===== src/rtl/decode_stage.sv =====
// RISC-V RV32I/RV64I decode stage: decodes one instruction per cycle into a
// registered control bundle plus immediate, with valid/ready handshakes on
// both sides and a 2-entry (main + skid) buffer so in_ready_o is registered.
//
// ALU operand select encoding (alu_op_enum):
//   alu_a_sel_o : 0 = ALU_A_RS1, 1 = ALU_A_PC, 2 = ALU_A_ZERO
//   alu_b_sel_o : 0 = ALU_B_RS2, 1 = ALU_B_IMM
module decode_stage #(
  parameter int XLEN = 32
) (
  input  logic            clk_i,
  input  logic            rst_i,
  input  logic            flush_i,
  input  logic            in_valid_i,
  output logic            in_ready_o,
  input  logic [31:0]     inst_data_i,
  input  logic [XLEN-1:0] inst_pc_i,
  output logic            out_valid_o,
  input  logic            out_ready_i,
  output logic [XLEN-1:0] out_pc_o,
  output logic            rd_wr_en_o,
  output logic [1:0]      rd_wr_sel_o,
  output logic [4:0]      rd_wr_addr_o,
  output logic [4:0]      rs1_rd_addr_o,
  output logic [4:0]      rs2_rd_addr_o,
  output logic [1:0]      alu_a_sel_o,
  output logic [1:0]      alu_b_sel_o,
  output logic            alu_op_0_sel_o,
  output logic [2:0]      alu_op_1_sel_o,
  output logic            alu_word_o,
  output logic            branch_o,
  output logic [2:0]      alu_comp_sel_o,
  output logic            jump_o,
  output logic            dram_wr_en_o,
  output logic            dram_rd_en_o,
  output logic [2:0]      dram_sel_o,
  output logic [XLEN-1:0] imm_rd_data_o,
  output logic            illegal_o
);

  localparam logic [1:0] ALU_A_RS1  = 2'd0;
  localparam logic [1:0] ALU_A_PC   = 2'd1;
  localparam logic [1:0] ALU_A_ZERO = 2'd2;
  localparam logic [1:0] ALU_B_RS2  = 2'd0;
  localparam logic [1:0] ALU_B_IMM  = 2'd1;

  localparam logic [6:0] OPC_LOAD     = 7'b0000011;
  localparam logic [6:0] OPC_MISC_MEM = 7'b0001111;
  localparam logic [6:0] OPC_OP_IMM   = 7'b0010011;
  localparam logic [6:0] OPC_AUIPC    = 7'b0010111;
  localparam logic [6:0] OPC_OP_IMM32 = 7'b0011011;
  localparam logic [6:0] OPC_STORE    = 7'b0100011;
  localparam logic [6:0] OPC_OP       = 7'b0110011;
  localparam logic [6:0] OPC_LUI      = 7'b0110111;
  localparam logic [6:0] OPC_OP32     = 7'b0111011;
  localparam logic [6:0] OPC_BRANCH   = 7'b1100011;
  localparam logic [6:0] OPC_JALR     = 7'b1100111;
  localparam logic [6:0] OPC_JAL      = 7'b1101111;
  localparam logic [6:0] OPC_SYSTEM   = 7'b1110011;

  typedef struct packed {
    logic [XLEN-1:0] pc;
    logic [XLEN-1:0] imm;
    logic            illegal;
    logic            rd_wr_en;
    logic [1:0]      rd_wr_sel;
    logic [4:0]      rd;
    logic [4:0]      rs1;
    logic [4:0]      rs2;
    logic [1:0]      a_sel;
    logic [1:0]      b_sel;
    logic            op0;
    logic [2:0]      op1;
    logic            word;
    logic            branch;
    logic [2:0]      comp_sel;
    logic            jump;
    logic            dram_wr;
    logic            dram_rd;
    logic [2:0]      dram_sel;
  } bundle_t;

  // Widen a 32-bit immediate to XLEN, sign-extending from bit 31.
  function automatic logic [XLEN-1:0] sext32(input logic [31:0] v);
    return XLEN'($signed(v));
  endfunction

  // Shift amount as an unsigned immediate; RV32 never carries bit 5.
  function automatic logic [XLEN-1:0] shamt_imm(input logic [31:0] w, input logic word_op);
    logic [XLEN-1:0] r;
    r      = '0;
    r[4:0] = w[24:20];
    r[5]   = (XLEN == 64 && !word_op) ? w[25] : 1'b0;
    return r;
  endfunction

  logic [6:0] opcode;
  logic [2:0] funct3;
  logic [6:0] funct7;
  logic [31:0] imm_i, imm_s, imm_b, imm_j, imm_u;

  assign opcode = inst_data_i[6:0];
  assign funct3 = inst_data_i[14:12];
  assign funct7 = inst_data_i[31:25];
  assign imm_i  = {{20{inst_data_i[31]}}, inst_data_i[31:20]};
  assign imm_s  = {{20{inst_data_i[31]}}, inst_data_i[31:25], inst_data_i[11:7]};
  assign imm_b  = {{19{inst_data_i[31]}}, inst_data_i[31], inst_data_i[7],
                   inst_data_i[30:25], inst_data_i[11:8], 1'b0};
  assign imm_j  = {{11{inst_data_i[31]}}, inst_data_i[31], inst_data_i[19:12],
                   inst_data_i[20], inst_data_i[30:21], 1'b0};
  assign imm_u  = {inst_data_i[31:12], 12'b0};

  // ---- stage p0: combinational decode of the incoming instruction ----
  bundle_t dec_p0;
  logic    dec_ok;
  logic    vld_p0;

  // Decode the fetch word into a control bundle; illegal words get all enables cleared.
  always_comb begin
    dec_p0     = '0;
    dec_ok     = 1'b0;
    dec_p0.pc  = inst_pc_i;
    dec_p0.rd  = inst_data_i[11:7];
    dec_p0.rs1 = inst_data_i[19:15];
    dec_p0.rs2 = inst_data_i[24:20];
    case (opcode)
      OPC_LOAD: begin
        dec_ok = 1'b1;
        dec_p0.rd_wr_en  = 1'b1;
        dec_p0.rd_wr_sel = 2'b01;
        dec_p0.a_sel     = ALU_A_RS1;
        dec_p0.b_sel     = ALU_B_IMM;
        dec_p0.dram_rd   = 1'b1;
        dec_p0.dram_sel  = funct3;
        dec_p0.imm       = sext32(imm_i);
      end
      OPC_STORE: begin
        dec_ok = 1'b1;
        dec_p0.a_sel    = ALU_A_RS1;
        dec_p0.b_sel    = ALU_B_IMM;
        dec_p0.dram_wr  = 1'b1;
        dec_p0.dram_sel = funct3;
        dec_p0.imm      = sext32(imm_s);
      end
      OPC_BRANCH: begin
        dec_ok = 1'b1;
        dec_p0.a_sel    = ALU_A_RS1;
        dec_p0.b_sel    = ALU_B_RS2;
        dec_p0.branch   = 1'b1;
        dec_p0.comp_sel = funct3;
        dec_p0.imm      = sext32(imm_b);
      end
      OPC_JAL, OPC_JALR: begin
        dec_ok = 1'b1;
        dec_p0.rd_wr_en  = 1'b1;
        dec_p0.rd_wr_sel = 2'b10;
        dec_p0.jump      = 1'b1;
        dec_p0.a_sel     = ALU_A_PC;
        dec_p0.b_sel     = ALU_B_IMM;
        dec_p0.imm       = (opcode == OPC_JAL) ? sext32(imm_j) : sext32(imm_i);
      end
      OPC_AUIPC, OPC_LUI: begin
        dec_ok = 1'b1;
        dec_p0.rd_wr_en = 1'b1;
        dec_p0.a_sel    = (opcode == OPC_LUI) ? ALU_A_ZERO : ALU_A_PC;
        dec_p0.b_sel    = ALU_B_IMM;
        dec_p0.imm      = sext32(imm_u);
      end
      OPC_OP_IMM, OPC_OP_IMM32: begin
        dec_p0.rd_wr_en = 1'b1;
        dec_p0.a_sel    = ALU_A_RS1;
        dec_p0.b_sel    = ALU_B_IMM;
        dec_p0.op1      = funct3;
        dec_p0.word     = (opcode == OPC_OP_IMM32);
        dec_p0.imm      = sext32(imm_i);
        // inst[30] only means sra on right shifts; elsewhere it is immediate data
        case (funct3)
          3'b001: begin
            dec_p0.imm = shamt_imm(inst_data_i, dec_p0.word);
            dec_ok = (XLEN == 64 && !dec_p0.word) ? (funct7[6:1] == 6'd0)
                                                   : (funct7 == 7'd0);
          end
          3'b101: begin
            dec_p0.imm = shamt_imm(inst_data_i, dec_p0.word);
            dec_p0.op0 = inst_data_i[30];
            dec_ok = (XLEN == 64 && !dec_p0.word) ? (funct7[6:1] inside {6'h00, 6'h10})
                                                   : (funct7 inside {7'h00, 7'h20});
          end
          3'b000:  dec_ok = 1'b1;
          default: dec_ok = !dec_p0.word;
        endcase
        if (dec_p0.word && XLEN != 64) dec_ok = 1'b0;
      end
      OPC_OP, OPC_OP32: begin
        dec_p0.rd_wr_en = 1'b1;
        dec_p0.a_sel    = ALU_A_RS1;
        dec_p0.b_sel    = ALU_B_RS2;
        dec_p0.op0      = inst_data_i[30];
        dec_p0.op1      = funct3;
        dec_p0.word     = (opcode == OPC_OP32);
        dec_ok = (funct7 == 7'h00) ||
                 (funct7 == 7'h20 && (funct3 == 3'b000 || funct3 == 3'b101));
        if (dec_p0.word && !(funct3 inside {3'b000, 3'b001, 3'b101})) dec_ok = 1'b0;
        if (dec_p0.word && XLEN != 64) dec_ok = 1'b0;
      end
      OPC_MISC_MEM, OPC_SYSTEM: dec_ok = 1'b1;
      default: dec_ok = 1'b0;
    endcase
    dec_p0.rd_wr_en = dec_p0.rd_wr_en & (dec_p0.rd != 5'd0);
    if (!dec_ok) begin
      dec_p0.illegal  = 1'b1;
      dec_p0.rd_wr_en = 1'b0;
      dec_p0.dram_wr  = 1'b0;
      dec_p0.dram_rd  = 1'b0;
      dec_p0.branch   = 1'b0;
      dec_p0.jump     = 1'b0;
      dec_p0.word     = 1'b0;
    end
  end

  // ---- stage p1: main output entry and skid entry ----
  bundle_t out_p1;
  bundle_t skid_p1;
  logic    vld_p1;
  logic    skid_vld_p1;
  logic    consume;

  assign in_ready_o = ~skid_vld_p1;
  assign vld_p0     = in_valid_i & in_ready_o;
  assign consume    = vld_p1 & out_ready_i;

  // Main/skid FIFO: refill main from skid first, park new entries in skid while stalled.
  always_ff @(posedge clk_i or posedge rst_i) begin
    if (rst_i) begin
      vld_p1      <= 1'b0;
      skid_vld_p1 <= 1'b0;
      out_p1      <= '0;
      skid_p1     <= '0;
    end else if (flush_i) begin
      vld_p1      <= 1'b0;
      skid_vld_p1 <= 1'b0;
    end else if (!vld_p1 || consume) begin
      if (skid_vld_p1) begin
        out_p1      <= skid_p1;
        vld_p1      <= 1'b1;
        skid_vld_p1 <= 1'b0;
      end else begin
        vld_p1 <= vld_p0;
        if (vld_p0) out_p1 <= dec_p0;
      end
    end else if (vld_p0) begin
      skid_p1     <= dec_p0;
      skid_vld_p1 <= 1'b1;
    end
  end

  assign out_valid_o    = vld_p1;
  assign out_pc_o       = out_p1.pc;
  assign rd_wr_en_o     = vld_p1 & out_p1.rd_wr_en;
  assign rd_wr_sel_o    = out_p1.rd_wr_sel;
  assign rd_wr_addr_o   = out_p1.rd;
  assign rs1_rd_addr_o  = out_p1.rs1;
  assign rs2_rd_addr_o  = out_p1.rs2;
  assign alu_a_sel_o    = out_p1.a_sel;
  assign alu_b_sel_o    = out_p1.b_sel;
  assign alu_op_0_sel_o = out_p1.op0;
  assign alu_op_1_sel_o = out_p1.op1;
  assign alu_word_o     = vld_p1 & out_p1.word;
  assign branch_o       = vld_p1 & out_p1.branch;
  assign alu_comp_sel_o = out_p1.comp_sel;
  assign jump_o         = vld_p1 & out_p1.jump;
  assign dram_wr_en_o   = vld_p1 & out_p1.dram_wr;
  assign dram_rd_en_o   = vld_p1 & out_p1.dram_rd;
  assign dram_sel_o     = out_p1.dram_sel;
  assign imm_rd_data_o  = out_p1.imm;
  assign illegal_o      = vld_p1 & out_p1.illegal;

endmodule


===== config.mk =====
export PLATFORM = sky130hd
export DESIGN_NAME = decode_stage
export DESIGN_NICKNAME = d
export VERILOG_FILES = /design/src/rtl/decode_stage.sv
export SDC_FILE = /design/constraint.sdc
export NUM_CORES = 1
export LEC_CHECK = 0
export ABC_AREA = 1
export BUFFER_PORTS_ARGS = -buffer_cell sky130_fd_sc_hd__buf_4
export CELL_PAD_IN_SITES_DETAIL_PLACEMENT = 0
export CELL_PAD_IN_SITES_GLOBAL_PLACEMENT = 1
export CORE_ASPECT_RATIO = 1.5
export CORE_MARGIN = 1
export CORE_UTILIZATION = 45
export DETAILED_ROUTE_END_ITERATION = 7
export PLACE_DENSITY = 0.95
export SYNTH_ARGS = -nofsm -noshare
export SYNTH_HDL_FRONTEND = slang
export SYNTH_SLANG_ARGS = --single-unit
export TNS_END_PERCENT = 1

===== constraint.sdc =====
create_clock -name clk_i -period 15.1 [get_ports clk_i]
set_input_delay 0.755 -clock clk_i [delete_from_list [all_inputs] [get_ports clk_i]]
set_output_delay 0.755 -clock clk_i [all_outputs]
set_load 0.01 [all_outputs]

==> results.md, run 1 <==
- Outcome: complete, but fails checks
- VDD IR-drop max: 0.0747 mV
- Initial antenna violation count: 1
- Final clock skew: 0.0113 ns
- Antenna viol nets, final: 0
- Dpl hpwl: 16.7 mm
- Die height: 187 µm
- Crit path DAT: 3.93 ns
- Period utilization: 0.234
- Crit path max fanout: 83
- Residual DRC count: 11
- Maximum root-to-sink buffer count: 3
- FP Rows: 67
- Slew @ Worst Pin: 0.944 ns
- Vias in the first global route: 7,797
- Resize count post-CTS: 0
- Post-DP Area: 0.0109 mm²
- Sequential element share of the synthesized area: 0.495
- Highest Clock Rate: 283 MHz
- Num CTS Buffers: 21
- #FFs+latches synth: 204
- Initial DRC count: 521
- Final worst path period need: 3.54 ns
- H-tree depth: 1
- Max-slew violations: 0
- Largest net degree at the start of global routing: 138
- Core Region: 0.0224 mm²
- Placer Congestion: 0.877
- CTS tree: built
- Gr usage total: 0.214
- Avg Inst Size Synth: 7.75 µm²
- Endpoints failing setup: 0
- Min-delay worst type: input pin to async pin
- Post-Syn Area: 0.0103 mm²
- Final wirelength: 24.9 mm
- Type of the worst setup path: flip-flop to flip-flop
- Die area: 0.0235 mm²
- GRT overflow: 0
- Die Wd: 126 µm
- Drt wl/cell: 15.1 µm
- Hold-fix buffers, CTS: 0
- Static Leakage: 0.00635 µW
- Unique masters post-synth: 33
- Endpoints failing hold: 0
- RSZ-0062 raised after global routing: false
- Vias/cell: 5.08
- Reg clk slew, reported paths: 0.06 ns
- Final TNS setup: 0 ns
- Post-route cell area: 0.0116 mm²
- Max cap viols: 0
- Area Overhead vs Synth: 12.4%
- FF-to-FF Start: out_valid_o
- R2R Setup Slk: 11.56 ns
- Worst rel slew slack: 0.371
- CP Launch Point: out_valid_o
- Failing checks: design-rule violations
- Drt first pass iters: 8
- # nets final: 1,430
- I/O pins: 173
- Clk Latency, worst-skew pair: 0.50 ns
- CP Data Required Time: 15.49 ns
- Starting Density: 0.461
- R2R Path End: skid_p1[0]
- YS warnings: 0
- IO buf count: 171
- Global-route wire length before repair: 40.6 mm
- DR vias: 8,390
- PwrDens: 121 mW/mm²
- R2R depth: 9
- Syn Inst Count: 1,330
- CP endpoint kind: flip-flop
- Clock sink count: 204
- Crit path launch type: flip-flop
- Synthesized Nets: 1,399
- Layout cells sized above 1: 0.167
- Post-CTS setup buffers: 0
- Root buf cell: clkbuf_16
## worst max-delay path, cell delays in order (launching register included)
cell and delay (ns):
dfrtp_1 0.58, inv_2 0.06, nor2_2 0.10, inv_2 0.06
or2_4 0.26, nor3_4 0.10, buf_4 0.57, clkinv_2 0.70
buf_4 0.54, o31ai_1 0.32
## final cells by class
cell class / count / area (µm²)
Antenna cell: 1 / 2.50
Clock buffer: 30 / 589
Clock inverter: 5 / 60.1
Fill cell: 2158 / 10800
Inverter: 113 / 435
Multi-Input combinational cell: 844 / 3720
Sequential cell: 204 / 5100
Tap cell: 276 / 345
Timing Repair Buffer: 177 / 1330
## worst max-delay path by stage
stage	endpoint	depth (start not counted)
detailed placement	skid_p1[0]	9
floorplan	alu_a_sel_o[0]	1
finish	skid_p1[0]	9
CTS	skid_p1[0]	9
global placement	skid_p1[0]	9
global route	skid_p1[97]	10
## layer usage
layer  vias up  GRT usage  share of wire
met2       218      0.350           0.49
met4         0     0.0957          0.039
met1      3935      0.284           0.42
li1       4184          -              -
met3        53     0.0263          0.049
met5         -          0              0
## kinds of logic after synthesis
kind of cell,Yosys count,share of synthesized area
other cells,1,0.000364
flops,204,0.495
compound gates,288,0.144
simple gates,555,0.215
buf+inv,282,0.145
## power breakdown
part           leakage, µW  switching [µW]  internal [µW]
combinational      0.00339             127           99.1
sequential         0.00265            43.4            635
clock             0.000314             207            288
total              0.00635             377           1020
## sequential cells by signal, summed over array words and instances, names as in the netlist, 2 cells and up
name            flops
skid_p1           101
alu_comp_sel_o      3
dram_sel_o          3
out_pc_o           32
alu_a_sel_o         2
rs2_rd_addr_o       5
rs1_rd_addr_o       5
imm_rd_data_o      32
alu_op_1_sel_o      3
rd_wr_sel_o         2
rd_wr_addr_o        5
out_p1              7
## cells in the final DEF, fill, tap and decap left out, types with 3 or more instances in the layout
cell       synthesis  final
a21oi_1           49     49
a31oi_1           10     10
buf_4            101    177
clkbuf_1          39      6
clkbuf_16          0     21
clkbuf_8           0      3
dfrtp_1          204    204
inv_1            105    103
inv_2              7      6
nand2_1          401    400
nand3_1           40     40
nand4_1           13     13
nor2_1            87     87
nor2_2             5      5
o211ai_1           4      4
o21ai_0          179    179
o21ai_1           37     37
## stage by stage
stage | utilization | hold WS (ns) | worst slack [ns] | total power (µW) | std cells
final | 0.518 | 0.458 | 11.56 | 1400 | 1650
after floorplan | - | 0.443 | 8.78 | 853 | 1330
after global routing | 0.518 | 0.498 | 11.19 | 1480 | 1650
after CTS | 0.517 | 0.475 | 11.57 | 1420 | 1649
after detailed placement | 0.488 | 0.460 | 11.36 | 915 | 1614
after global placement | 0.488 | 0.455 | 11.46 | 906 | 1614
## cells in the mapped netlist, drive strengths merged
| cell type | number | share of area |
|---|---|---|
| buf | 130 | 0.090 |
| a21boi | 2 | 0.0015 |
| dfrtp | 204 | 0.50 |
| a21oi | 49 | 0.024 |
| a211oi | 1 | 0.00073 |
| o21a | 2 | 0.0015 |
| nand2 | 403 | 0.15 |
| inv | 112 | 0.041 |
| nand3 | 41 | 0.020 |
| or2 | 2 | 0.0015 |
| o31ai | 2 | 0.0015 |
| nor2 | 93 | 0.036 |
| nor3 | 3 | 0.0025 |
| a21o | 1 | 0.00073 |
| o211ai | 4 | 0.0029 |
| o21ai | 217 | 0.11 |
| nand4 | 13 | 0.0079 |
| clkbuf | 39 | 0.014 |
| conb | 1 | 0.00036 |
| clkinv | 1 | 0.00036 |
| a31oi | 10 | 0.0061 |
Note: power is estimated with default switching activity, not from simulation.
==> run 2, diff against run 1 <==
CORE_UTILIZATION = 37   (was 45)
PLACE_DENSITY = 0.85   (was 0.95)
clock period = 2.86 ns   (was 15.1 ns; I/O delays follow)
==> run 2 against run 1 <==
  * The flow still finishes with violations (design-rule violations)
  * Core utilization decreased by 6.6 points
  * Sequential power rose to 5.3 times the previous value
  * First-iteration DRC count is 18% higher
  * Die area rose by 21%
  * Via count is 1.7% higher
  * Largest cell class unchanged
  * Highest routed layer unchanged
==> results.md, run 2 (synthesis gave the netlist of run 1 again) <==
- WHS: 0.00794 ns
- Area Overhead vs Synth: 19.7%
- RSZ-0062 raised after global routing: false
- Clock sink count: 204
- N_diodes: 0
- IO buf count: 171
- CP endpoint kind: flip-flop
- Crit path max fanout: 74
- Commonest non-fill, non-tap cells in the layout: 400 x nand2_1, 204 x dfrtp_1, 183 x buf_4
- Drt wl/cell: 15.1 µm
- PwrDens: 618 mW/mm²
- Post-CTS setup buffers: 0
- Highest Clock Rate: 472 MHz
- Final clock skew: 0.00979 ns
- Initial DRC count: 613
- Setup WS post-layout: 0.740 ns
- Root buf cell: clkbuf_16
- VDD IR-drop max: 0.448 mV
- Period utilization: 0.741
- Final wirelength: 26.8 mm
- Slew @ Worst Pin: 0.944 ns
- # nets final: 1,491
- Die height: 206 µm
- Type of the worst setup path: flip-flop to flip-flop
- Max cap viols: 0
- Die area: 0.0286 mm²
- DR vias: 8,534
- R2R Setup Slk: 0.74 ns
- Reg clk slew, reported paths: 0.07 ns
- Min-delay worst type: input pin to flip-flop
- CTS tree: built
- Met1 Routed Length: 11.5 mm
- Max FFs per register: 101
- Drt first pass iters: 8
- GRT overflow: 0
- Global-route wire length before repair: 43.2 mm
- Gr usage total: 0.188
- Hold-fix buffers, CTS: 50
- Commonest non-fill, non-tap cell in the layout: nand2_1
- Layout cells sized above 1: 0.170
- CP Launch Point: out_valid_o
- Crit path DAT: 2.55 ns
- Num CTS Buffers: 21
- Resize count post-CTS: 0
- Largest net degree at the start of global routing: 158
- Highest routed layer: met4
- Starting Density: 0.378
- FP Rows: 74
- Clk Latency, worst-skew pair: 0.50 ns
- Endpoints failing setup: 0
- Failing checks: design-rule violations
- Core Region: 0.0273 mm²
- Residual DRC count: 30
- Final TNS setup: 0 ns
- CP Data Required Time: 3.29 ns
- Dpl hpwl: 18.0 mm
- Die Wd: 138 µm
- Met3 wire len: 1.39 mm
- Vias in the first global route: 8,122
- Met2 WL: 12.9 mm
- Max-slew violations: 0
- R2R Path End: skid_p1[3]
- Setup WS pre-CTS: 0.775 ns
- Maximum root-to-sink buffer count: 3
- Antenna viol nets, final: 0
- Final worst path period need: 2.12 ns
- Register bank with the most flops: skid_p1
- Vias/cell: 4.80
- Placer Congestion: 0.872
- Crit path launch type: flip-flop
- I/O pins: 173
- Static Leakage: 0.00665 µW
- R2R depth: 8
- H-tree depth: 1
- Endpoints failing hold: 0
- FF-to-FF Start: out_valid_o
- Crit path capture: skid_p1[3]
- Initial antenna violation count: 0
- Outcome: complete, but fails checks
- Worst rel slew slack: 0.370
## run 2: cell count changes in the layout (fill, tap and decap cells not counted), sizes merged
cell,before,now
buf,177,188
clkbuf,30,28
clkinv,4,6
clkinvlp,1,4
bufinv,1,2
diode,1,0
dlygate4sd3,0,50
inv,112,110
## run 2: cell type report
class | instances | area [µm²]
fillers | 2677 | 15000
flip-flops and latches | 204 | 5100
multi-input cells | 844 | 3720
inverters | 113 | 432
clock buffers | 28 | 582
repair buffers | 238 | 1970
clock inverters | 9 | 106
well taps | 342 | 428
## run 2: stage by stage
stage	utilization	total power (µW)	std cells	instance area [µm²]
final	0.452	7640	1778	12300
after global routing	0.452	8060	1778	12300
after CTS	0.452	7710	1778	12300
after detailed placement	0.408	4860	1691	11200
after global placement	0.408	4810	1691	11200
after floorplan	-	4500	1330	10300
## run 2: how the worst min path moves through the flow
stage	startpoint	endpoint	slack, ns	depth (start not counted)
floorplan	inst_data_i[21]	skid_p1[20]	0.29	2
global placement	rst_i	out_pc_o[5]	0.41	2
detailed placement	rst_i	out_pc_o[5]	0.40	2
CTS	inst_data_i[16]	skid_p1[25]	0.002	3
global route	inst_data_i[16]	skid_p1[25]	0.03	3
finish	inst_data_i[16]	skid_p1[25]	0.008	3
## run 2: power by group
group | switching (µW) | total, µW | internal [µW]
Sequential | 228 | 3580 | 3350
Clock | 1170 | 2780 | 1620
Combinational | 688 | 1270 | 585
## run 2: layer usage
layer	global-route usage	vias up
met5	0	-
met4	0.0851	0
met3	0.0220	53
met2	0.320	244
met1	0.242	3932
li1	-	4305
## run 2: critical path: stages (launching register included)
cell,delay [ns]
dfrtp_1,0.49
inv_2,0.06
nor2_2,0.09
inv_2,0.06
or2_4,0.24
nor3_4,0.16
buf_4,0.58
nand3_1,0.20
nand2_1,0.11
==> run 3, diff against run 2 <==
clock period = 1.7 ns   (was 2.86 ns; I/O delays follow)
==> run 3 against run 2 <==
  * Via count up 2.3%
  * Non-clock buffer count increased by 35
  * The run still ends with design-rule violations left
  * Combinational power up 76%
  * Total power increased by 72%
  * Maximum frequency rose by 27%
  * Largest cell class unchanged
  * First-iteration DRC count decreased by 2.6%
  * Core utilization increased by 1.9 points
==> results.md, run 3 (synthesis gave the netlist of run 1 again) <==
- Highest routed layer: met4
- Vias/cell: 4.81
- Final wirelength: 27.7 mm
- Crit path max fanout: 43
- I/O pins: 173
- Initial DRC count: 597
- Final clock skew: 0.0160 ns
- Post-route cell area: 0.0129 mm²
- Final TNS setup: 0 ns
- FP Rows: 74
- Die Wd: 138 µm
- Root buf cell: clkbuf_16
- Drt wl/cell: 15.3 µm
- PwrDens: 1020 mW/mm²
- # nets final: 1,526
- Crit path DAT: 2.05 ns
- Failing checks: design-rule violations
- Endpoints failing setup: 0
- N_diodes: 0
- Type of the worst setup path: flip-flop to flip-flop
- FF-to-FF Start: out_valid_o
- Vias in the first global route: 8,166
- Met3 wire len: 1.35 mm
- Met2 WL: 13.8 mm
- Static Leakage: 0.00692 µW
- Layout cells sized above 1: 0.185
- VDD IR-drop max: 0.622 mV
- Endpoints failing hold: 0
- Max cap viols: 0
- Hold depth: 4
- Core Region: 0.0273 mm²
- Placer Congestion: 0.913
- RSZ-0062 raised after global routing: true
- Drt first pass iters: 8
- Highest Clock Rate: 599 MHz
- Commonest non-fill, non-tap cell in the layout: nand2_1
- Num CTS Buffers: 21
- Largest net degree at the start of global routing: 87
- Maximum root-to-sink buffer count: 3
- Reg clk slew, reported paths: 0.06 ns
- Antenna viol nets, final: 0
- Min-delay worst type: input pin to flip-flop
- Final design utilization: 0.471
- Gr usage total: 0.190
- Global-route wire length before repair: 43.4 mm
- Period utilization: 0.983
- Initial antenna violation count: 0
- Hold Path Sink: skid_p1[9]
- Register bank with the most flops: skid_p1
- Fillers: 2,619
- Max-slew violations: 0
- Crit path launch type: flip-flop
- IO buf count: 171
- Met1 Routed Length: 11.6 mm
- R2R Path End: skid_p1[19]
- GRT overflow: 0
- CTS tree: built
- Outcome: complete, but fails checks
- Die height: 206 µm
- Post-DP Area: 0.0114 mm²
- R2R depth: 10
- Starting Density: 0.378
- CP Data Required Time: 2.08 ns
- Hold Startpoint: inst_data_i[4]
- Worst rel slew slack: 0.665
- Final worst path period need: 1.67 ns
- CP endpoint kind: flip-flop
- Commonest non-fill, non-tap cells in the layout: 397 x nand2_1, 204 x dfrtp_1, 195 x buf_4
- Die area: 0.0286 mm²
- CP Launch Point: out_valid_o
- Max FFs per register: 101
- Dpl hpwl: 18.1 mm
- Clock sink count: 204
- DR vias: 8,730
- H-tree depth: 1
- Clk Latency, worst-skew pair: 0.51 ns
- R2R Setup Slk: 0.03 ns
- Area Overhead vs Synth: 24.8%
- Slew @ Worst Pin: 0.502 ns
- Residual DRC count: 30
## run 3: cell count changes in the layout (fill, tap and decap cells not counted), sizes merged
cell,before,now
buf,188,209
dlygate4sd3,50,61
clkbuf,28,31
bufinv,2,4
clkinv,6,4
clkinvlp,4,2
inv,110,112
bufbuf,0,1
## run 3: critical path, cell delays in order (launching register included)
cell       delay, ns
dfrtp_1         0.36
inv_2           0.04
nor2_2          0.08
inv_2           0.06
or2_4           0.24
nor3_4          0.20
buf_6           0.15
inv_4           0.06
clkbuf_16       0.22
nand2_1         0.09
o21ai_1         0.06
## run 3: worst max-delay path by stage
stage,cells past startpoint,endpoint,slack [ns]
global placement,9,skid_p1[79],0.07
floorplan,1,alu_a_sel_o[0],-1.03
global route,9,skid_p1[45],-0.05
CTS,8,skid_p1[37],0.02
finish,10,skid_p1[19],0.03
detailed placement,9,skid_p1[25],0.05
## run 3: stage by stage
stage	hold WS, ns	power [µW]	setup WS (ns)	std cells
after floorplan	0.234	7580	-1.03	1330
after CTS	0.0145	13300	0.0170	1810
after global placement	0.130	8130	0.0655	1710
after global routing	0.0492	13800	-0.0501	1814
final	0.0297	13200	0.0293	1814
after detailed placement	0.136	8210	0.0474	1710
## run 3: final cells by class
class	count	area, µm²	share of cell area
Clock buffer	29	576	0.0447
Multi-Input combinational cell	844	3740	0.290
Timing Repair Buffer	273	2440	0.190
Clock inverter	9	151	0.0118
Tap cell	342	428	0.0333
Inverter	113	433	0.0336
Sequential cell	204	5100	0.397
## run 3: per-layer routing
metal	global-route usage	vias to the layer above
li1	-	4386
met1	0.243	4034
met2	0.332	257
met3	0.0185	53
met4	0.0706	0
met5	0	-
## run 3: power breakdown
part           switching, µW  total, µW  internal [µW]
clock network           1930       4910           2990
logic                   1180       2230           1050
registers                373       6010           5640
total                   3480      13200           9670
## run 3: what timing repair did
| action | in CTS | in global routing |
|---|---|---|
| resized for setup | 1 | 19 |
| hold buffers | 61 | 0 |
| buffers inserted | 0 | 2 |
| endpoints found under the hold margin | 135 | 0 |
| endpoints found under the setup margin | 1 | 61 |
| pin swaps | 0 | 2 |
| gates cloned | 1 | 2 |
